File: src/rtl/serial_addsub_if.sv
// Request/result bundle of the bit-serial adder/subtractor.
// The requester drives the operands; the datapath returns result flags and status.
interface serial_addsub_if #(
    parameter int WIDTH = 8
);
    logic             start;
    logic             op;
    logic [WIDTH-1:0] a;
    logic [WIDTH-1:0] b;
    logic [WIDTH-1:0] sum;
    logic             carry_out;
    logic             overflow;
    logic             zero;
    logic             busy;
    logic             done;

    modport master (
        output start, op, a, b,
        input  sum, carry_out, overflow, zero, busy, done
    );

    modport slave (
        input  start, op, a, b,
        output sum, carry_out, overflow, zero, busy, done
    );
endinterface

File: src/rtl/serial_addsub.sv
// Bit-serial two's-complement adder/subtractor: one full-add step per clock, LSB first.
// Subtraction is a + ~b + 1, with the +1 entering as the initial carry.
module serial_addsub #(
    parameter int WIDTH = 8
) (
    input  logic             clk,
    input  logic             rst,
    serial_addsub_if.slave   bus
);
    localparam int CW = $clog2(WIDTH);

    typedef enum logic [1:0] {
        IDLE = 2'd0,
        RUN  = 2'd1,
        DONE = 2'd2
    } state_t;

    state_t           state;
    logic [WIDTH-1:0] a_sh;
    logic [WIDTH-1:0] b_sh;
    logic [WIDTH-1:0] acc;
    logic             carry;
    logic [CW-1:0]    cnt;

    logic [WIDTH-1:0] sum_r;
    logic             carry_out_r;
    logic             overflow_r;
    logic             zero_r;
    logic             busy_r;
    logic             done_r;

    // Full-add step for the current bit, built from two half-add steps.
    logic             ha1_s, ha1_c, ha2_s, ha2_c;
    logic             bit_s, bit_c;
    logic [WIDTH-1:0] acc_next;
    logic             last_bit;

    assign ha1_s    = a_sh[0] ^ b_sh[0];
    assign ha1_c    = a_sh[0] & b_sh[0];
    assign ha2_s    = ha1_s ^ carry;
    assign ha2_c    = ha1_s & carry;
    assign bit_s    = ha2_s;
    assign bit_c    = ha1_c | ha2_c;
    assign acc_next = {bit_s, acc[WIDTH-1:1]};
    assign last_bit = (cnt == CW'(WIDTH - 1));

    always_ff @(posedge clk) begin
        // NOTE: non-blocking assignments so every register samples pre-edge values.
        if (rst) begin
            state       <= IDLE;
            cnt         <= '0;
            carry       <= 1'b0;
            sum_r       <= '0;
            carry_out_r <= 1'b0;
            overflow_r  <= 1'b0;
            zero_r      <= 1'b1;
            busy_r      <= 1'b0;
            done_r      <= 1'b0;
        end else begin
            case (state)
                IDLE: begin
                    if (bus.start) begin
                        // NOTE: operand shifters and accumulator are left unreset; they are always loaded here before use.
                        a_sh   <= bus.a;
                        b_sh   <= bus.b ^ {WIDTH{bus.op}};
                        acc    <= '0;
                        carry  <= bus.op;
                        cnt    <= '0;
                        busy_r <= 1'b1;
                        state  <= RUN;
                    end
                end
                RUN: begin
                    a_sh  <= a_sh >> 1;
                    b_sh  <= b_sh >> 1;
                    acc   <= acc_next;
                    carry <= bit_c;
                    cnt   <= cnt + 1'b1;
                    if (last_bit) begin
                        // Here carry is the carry into the MSB and bit_c the carry out of it.
                        sum_r       <= acc_next;
                        carry_out_r <= bit_c;
                        overflow_r  <= carry ^ bit_c;
                        zero_r      <= (acc_next == '0);
                        busy_r      <= 1'b0;
                        done_r      <= 1'b1;
                        state       <= DONE;
                    end
                end
                DONE: begin
                    done_r <= 1'b0;
                    state  <= IDLE;
                end
                default: begin
                    busy_r <= 1'b0;
                    done_r <= 1'b0;
                    state  <= IDLE;
                end
            endcase
        end
    end

    assign bus.sum       = sum_r;
    assign bus.carry_out = carry_out_r;
    assign bus.overflow  = overflow_r;
    assign bus.zero      = zero_r;
    assign bus.busy      = busy_r;
    assign bus.done      = done_r;

    a_busy_done_excl: assert property (@(posedge clk) !(busy_r && done_r));
    a_done_single:    assert property (@(posedge clk) disable iff (rst) done_r |=> !done_r);
endmodule

File: src/flat_wrapper.sv
// flat-port wrapper written by rule: the top's interface ports become plain ports
module serial_addsub_flat 
#(
    parameter int WIDTH = 8
)
  (clk, rst, bus_start, bus_op, bus_a, bus_b, bus_sum, bus_carry_out, bus_overflow, bus_zero, bus_busy, bus_done);
  serial_addsub_if #(.WIDTH(WIDTH)) bus_i ();
  input  logic clk;
  input  logic rst;
  input wire logic [$bits(bus_i.start)-1:0] bus_start;
  input wire logic [$bits(bus_i.op)-1:0] bus_op;
  input wire logic [$bits(bus_i.a)-1:0] bus_a;
  input wire logic [$bits(bus_i.b)-1:0] bus_b;
  output wire logic [$bits(bus_i.sum)-1:0] bus_sum;
  output wire logic [$bits(bus_i.carry_out)-1:0] bus_carry_out;
  output wire logic [$bits(bus_i.overflow)-1:0] bus_overflow;
  output wire logic [$bits(bus_i.zero)-1:0] bus_zero;
  output wire logic [$bits(bus_i.busy)-1:0] bus_busy;
  output wire logic [$bits(bus_i.done)-1:0] bus_done;
  assign bus_i.start = bus_start;
  assign bus_i.op = bus_op;
  assign bus_i.a = bus_a;
  assign bus_i.b = bus_b;
  assign bus_sum = bus_i.sum;
  assign bus_carry_out = bus_i.carry_out;
  assign bus_overflow = bus_i.overflow;
  assign bus_zero = bus_i.zero;
  assign bus_busy = bus_i.busy;
  assign bus_done = bus_i.done;
  serial_addsub #(.WIDTH(WIDTH)) u_core (.clk(clk), .rst(rst), .bus(bus_i));
endmodule
File: config.mk
export PLATFORM = sky130hd
export DESIGN_NAME = serial_addsub_flat
export DESIGN_NICKNAME = d
export VERILOG_FILES = /design/src/rtl/serial_addsub_if.sv /design/src/rtl/serial_addsub.sv /design/src/flat_wrapper.sv
export SDC_FILE = /design/constraint.sdc
export NUM_CORES = 1
export LEC_CHECK = 0
export CAP_MARGIN = 40
export CORE_AREA = 4 4 79 59
export CTS_CLUSTER_SIZE = 12
export DETAILED_ROUTE_END_ITERATION = 6
export DIE_AREA = 0 0 83 63
export PLACE_DENSITY = 0.81
export SYNTH_ARGS = -nofsm -noshare
export SYNTH_HDL_FRONTEND = slang
export SYNTH_SLANG_ARGS = --single-unit
export TNS_END_PERCENT = 5
File: constraint.sdc
create_clock -name clk -period 1.8 [get_ports clk]
set_input_delay 0.36 -clock clk [delete_from_list [all_inputs] [get_ports clk]]
set_output_delay 0.36 -clock clk [all_outputs]
set_load 0.02 [all_outputs]
# Yosys cells after proc, flatten, opt, wreduce, memory -nomap -nowiden
# Index checks and enable logic that the tools add are counted.
# totals
register_bits	43
inputBits	20
output_inout_bits	13
# classes
n_addsub	1
eq_ne	5
muxes	18
n_bitwise	10
n_reduce_logical	9
# op_table
op	count
8-bit case mux with 2 select lines	3
8-bit 2-to-1 mux	3
8-bit zero test	1
2-bit AND reduction	4
8-bit bitwise XOR	1
3-bit case mux with 2 select lines	1
3-bit AND reduction	2
1-bit 2-to-1 mux	4
2-bit 2-to-1 mux	2
1-bit case mux with 2 select lines	2
2-bit case mux with 2 select lines	1
3-bit by 1-bit adder with 3-bit output, second input constant	1
3-bit == test, second input constant	1
3-bit 2-to-1 mux	1
1-bit NOT	3
1-bit case mux with 3 select lines	1
1-bit bitwise XOR	3
1-bit bitwise AND	2
2-bit by 1-bit == test with 1-bit output, second input constant	1
2-bit == test, second input constant	1
2-bit zero test	1
2-bit by 1-bit != test with 1-bit output, second input constant	1
2-bit != test, second input constant	1
2-bit nonzero test	1
1-bit OR	1

# Depth between registers and ports, before layout
# depth
depth_word	4
depth_mapped	6
mapped_depth_nobuf	5

# Worst setup path before layout
# OpenSTA, ideal clock, no wires.
# synth_timing
kind	input-to-reg
start	input rst
end	register u_core.a_sh[0], enable pin
setup_ps	403
arrival_time_ps	1560
t_required_ps	1397
slack_ps	-163
stages	2
path_cell_list	clkbuf_1 -> nor2_1
# synth_via
elab_chain_len	2
# synth_lines
element	line_no	rtl
start: declaration	flat_wrapper.sv:9	input logic rst;
1-bit NOT (no source line)	-	
3-bit AND reduction (no source line)	-	
end signal: assignment	serial_addsub.sv:64	a_sh <= bus.a;
end signal: assignment	serial_addsub.sv:74	a_sh <= a_sh >> 1;
end: declaration	serial_addsub.sv:19	logic [WIDTH-1:0] a_sh;
# No other way between the ends.
# A chain may end at the register's enable or synchronous reset.

# Worst setup path in the final report
# layout_timing
start	register u_core.busy_r, in the netlist u_core.bus.busy
end	output bus_busy
# layout_lines
element	line_no	rtl
start: declaration	serial_addsub.sv:29	logic busy_r;
start signal: assignment	serial_addsub.sv:57	busy_r <= 1'b0;
start signal: assignment	serial_addsub.sv:69	busy_r <= 1'b1;
start signal: assignment	serial_addsub.sv:85	busy_r <= 1'b0;
end: declaration	flat_wrapper.sv:18	output wire logic [$bits(bus_i.busy)-1:0] bus_busy;
# No word-level cell between the ends.

==> key figures <==
STA
  – Final Hold Fails: 0
  – Layout Skew: 0.00562 ns
  – Crit share post-route: 89.5%
  – Setup TNS: 0 ns
  – Final min period: 1.61 ns
  – Fmax: 0.621 GHz
  – Slew Limit Fails: 0
  – RSZ-0062 raised after global routing: no
  – Final setup fails: 0
  – Final worst slack: 0.190 ns
  – Worst slew pin tran: 0.481 ns
  – Relative slew slack: 67.8%

Synthesis
  – #FFs+latches synth: 42
  – Synth Area in Compound Gates: 8.67%
  – Xor and xnor area share after synthesis: 4.48%
  – Post-synth EDFFs: 23
  – Synth cell types: 26
  – Mux contribution to synthesized area: 1.14%
  – Area leader, netlist: edfxtp_1
  – Post-Syn Nets: 190
  – Area fraction of the dominant cell type after synthesis: 39.2%
  – Register area share after synthesis: 60.8%
  – Post-Synth Simple-Gate Area: 19.5%
  – Async S/R FF share, synth: 0%
  – Yosys Warn Count: 0
  – Synth Area in Adders: 2.56%
  – Largest family of logic cells by synthesized area: simple AND/OR/NAND/NOR gates
  – Cells after Synth: 167
  – Main synth FF type: edfxtp_1
  – Synth top area cells: edfxtp_1, dfxtp_1, nand2_1
  – Mapped Avg Cell Area: 10.5 sq um
  – Synth Cell Area: 0.00176 sq mm
  – Synth top cells by count: nand2_1, edfxtp_1, dfxtp_1
  – Most frequent cell after synthesis: nand2_1

Place
  – Routability cong.: 0.684
  – Setup WS pre-CTS: 0.139 ns
  – Hpwl dp: 2.21 mm
  – Port buffer count: 32

Worst setup path
  – Max incr delay on CP: 0.61 ns
  – WS Path Type: register to output port
  – Critical path buffers and inverters: 1
  – Critical Path RT: 1.44 ns
  – Worst-path cell chain: clkdlybuf4s50_1
  – Slowest stage cell, crit path: clkdlybuf4s50_1
  – Worst EP arrival: 1.25 ns
  – Worst Setup Start Kind: register
  – Worst Path Max Fanout: 3
  – Crit path max-delay family: buffers and inverters
  – Crit end category: output port

Clock network
  – Num CTS Buffers: 5
  – Clk_lat worst skew: 0.29 ns
  – Longest Clk Path Bufs: 2
  – CTS tree: yes
  – Post-CTS sizing: 0
  – Setup bufs post-CTS: 0
  – H-tree Lvls: 2
  – CTS root buf: clkbuf_8
  – # clock sinks: 42
  – Hold-fix buffers, CTS: 0
  – Clock-pin transition on the worst setup and hold timing paths: 0.07 ns

Drt
  – Drt first pass iters: 4
  – WL final: 3.18 mm
  – Vias: 1237
  – Final ANT Viol Nets: 0
  – Drt wl/cell: 12.5 microns
  – DRC: 0
  – Initial DRC Count: 107
  – Avg Vias per Cell: 4.87

Finish
  – Multi-input gate area: 642 sq um
  – Fillers: 353
  – Share of post-route cells with drive strength above 1: 6.93%
  – Nets: 224
  – Reg area: 0.00107 sq mm
  – Ant. Diodes: 0
  – P&R area growth vs syn: 26.8%

Global routing
  – Largest net degree at the start of global routing: 33
  – Total gr overflow: 0
  – Tot GR Track Use: 13.5%
  – Global-route wire length before repair: 5.46 mm
  – Initial antenna violation count: 0
  – Vias in the first global route: 1223

Die
  – Initial Utilization: 45.7%
  – Core area: 0.00385 sq mm
  – Die Y-Extent: 63 microns
  – Floorplan die width: 83 microns
  – IO Count: 33
  – Std cell rows: 19
  – Total die area: 0.00523 sq mm

Hold path
  – Hold crit path type: register to register

Power
  – Worst vdd ir: 0.355 mV
  – P per Cell Area: 861 mW/mm^2
  – Pleak: 0.806 nW

Run status
  – Status: complete, no violations

Flow run
  – Max Cap Viol: 0
==> per-layer routing <==
layer	up-vias	wire [microns]	track usage, %
met5	-	0	0
met4	0	70	6.53
met3	10	182	5.27
met2	27	1460	21.6
met1	570	1460	15.9
li1	630	-	-
==> layout make-up <==
cell class / count / share of cell area (%)
multi-input cells: 116 / 28.8
clock inverters: 1 / 0.224
repair buffers: 36 / 16.3
well taps: 52 / 2.91
flip-flops and latches: 42 / 48.0
clock buffers: 7 / 3.87
==> through the flow <==
stage               utilization (%)  cells  power, W  instance area (sq um)  hold slack (ns)
floorplan                         -    167   0.00124                   1760            0.470
global placement               55.6    246   0.00132                   2140            0.442
detailed placement             55.6    246   0.00133                   2140            0.453
CTS                            58.0    254   0.00194                   2230            0.464
global route                   58.0    254   0.00201                   2230            0.486
finish                         58.0    254   0.00192                   2230            0.459
==> cells by family after synthesis <==
family / count (synthesis)
compound gates: 26
xor+xnor: 9
fa+ha+maj: 3
buf+inv: 9
flops: 42
mux: 2
simple gates: 76
==> final timing paths <==
check / startpoint / endpoint / slack, ns / cells past startpoint
worst min-delay path: u_core.bus.carry_out / u_core.bus.carry_out / 0.46 / 2
worst min register to register: u_core.bus.carry_out / u_core.bus.carry_out / 0.46 / 2
worst max-delay path: u_core.bus.busy / bus_busy / 0.19 / 1
worst max register to register: u_core.cnt[0] / u_core.bus.overflow / 0.25 / 5
==> worst min-delay path: stages, from the launching register on <==
cell	delay (ns)
dfxtp_1	0.31
nand2_1	0.05
a21oi_1	0.05
==> power by group <==
group          switching [W]  internal (W)
sequential         0.0000248       0.00107
clock               0.000305      0.000309
combinational       0.000103      0.000107
total               0.000433       0.00149
==> sequential cells by signal, summed over array words and instances (netlist names), 2 cells and up <==
register        flops
u_core.a_sh         8
u_core.acc          7
u_core.b_sh         8
u_core.state        2
u_core.cnt          3
u_core.bus.sum      8
==> layout by cell type (no fill, tap or decap), types with 2 or more instances in the layout <==
master           count
nand2_1             47
clkdlybuf4s50_1     32
edfxtp_1            23
dfxtp_1             19
a21oi_1             12
xnor2_1              9
and2_1               8
o21ai_0              7
nor2_1               7
nand2b_1             6
clkbuf_8             6
buf_4                3
a211oi_1             2
a22oi_1              2
mux2i_1              2
nor4_1               2
ha_1                 2
(Power assumes the default switching activity.)
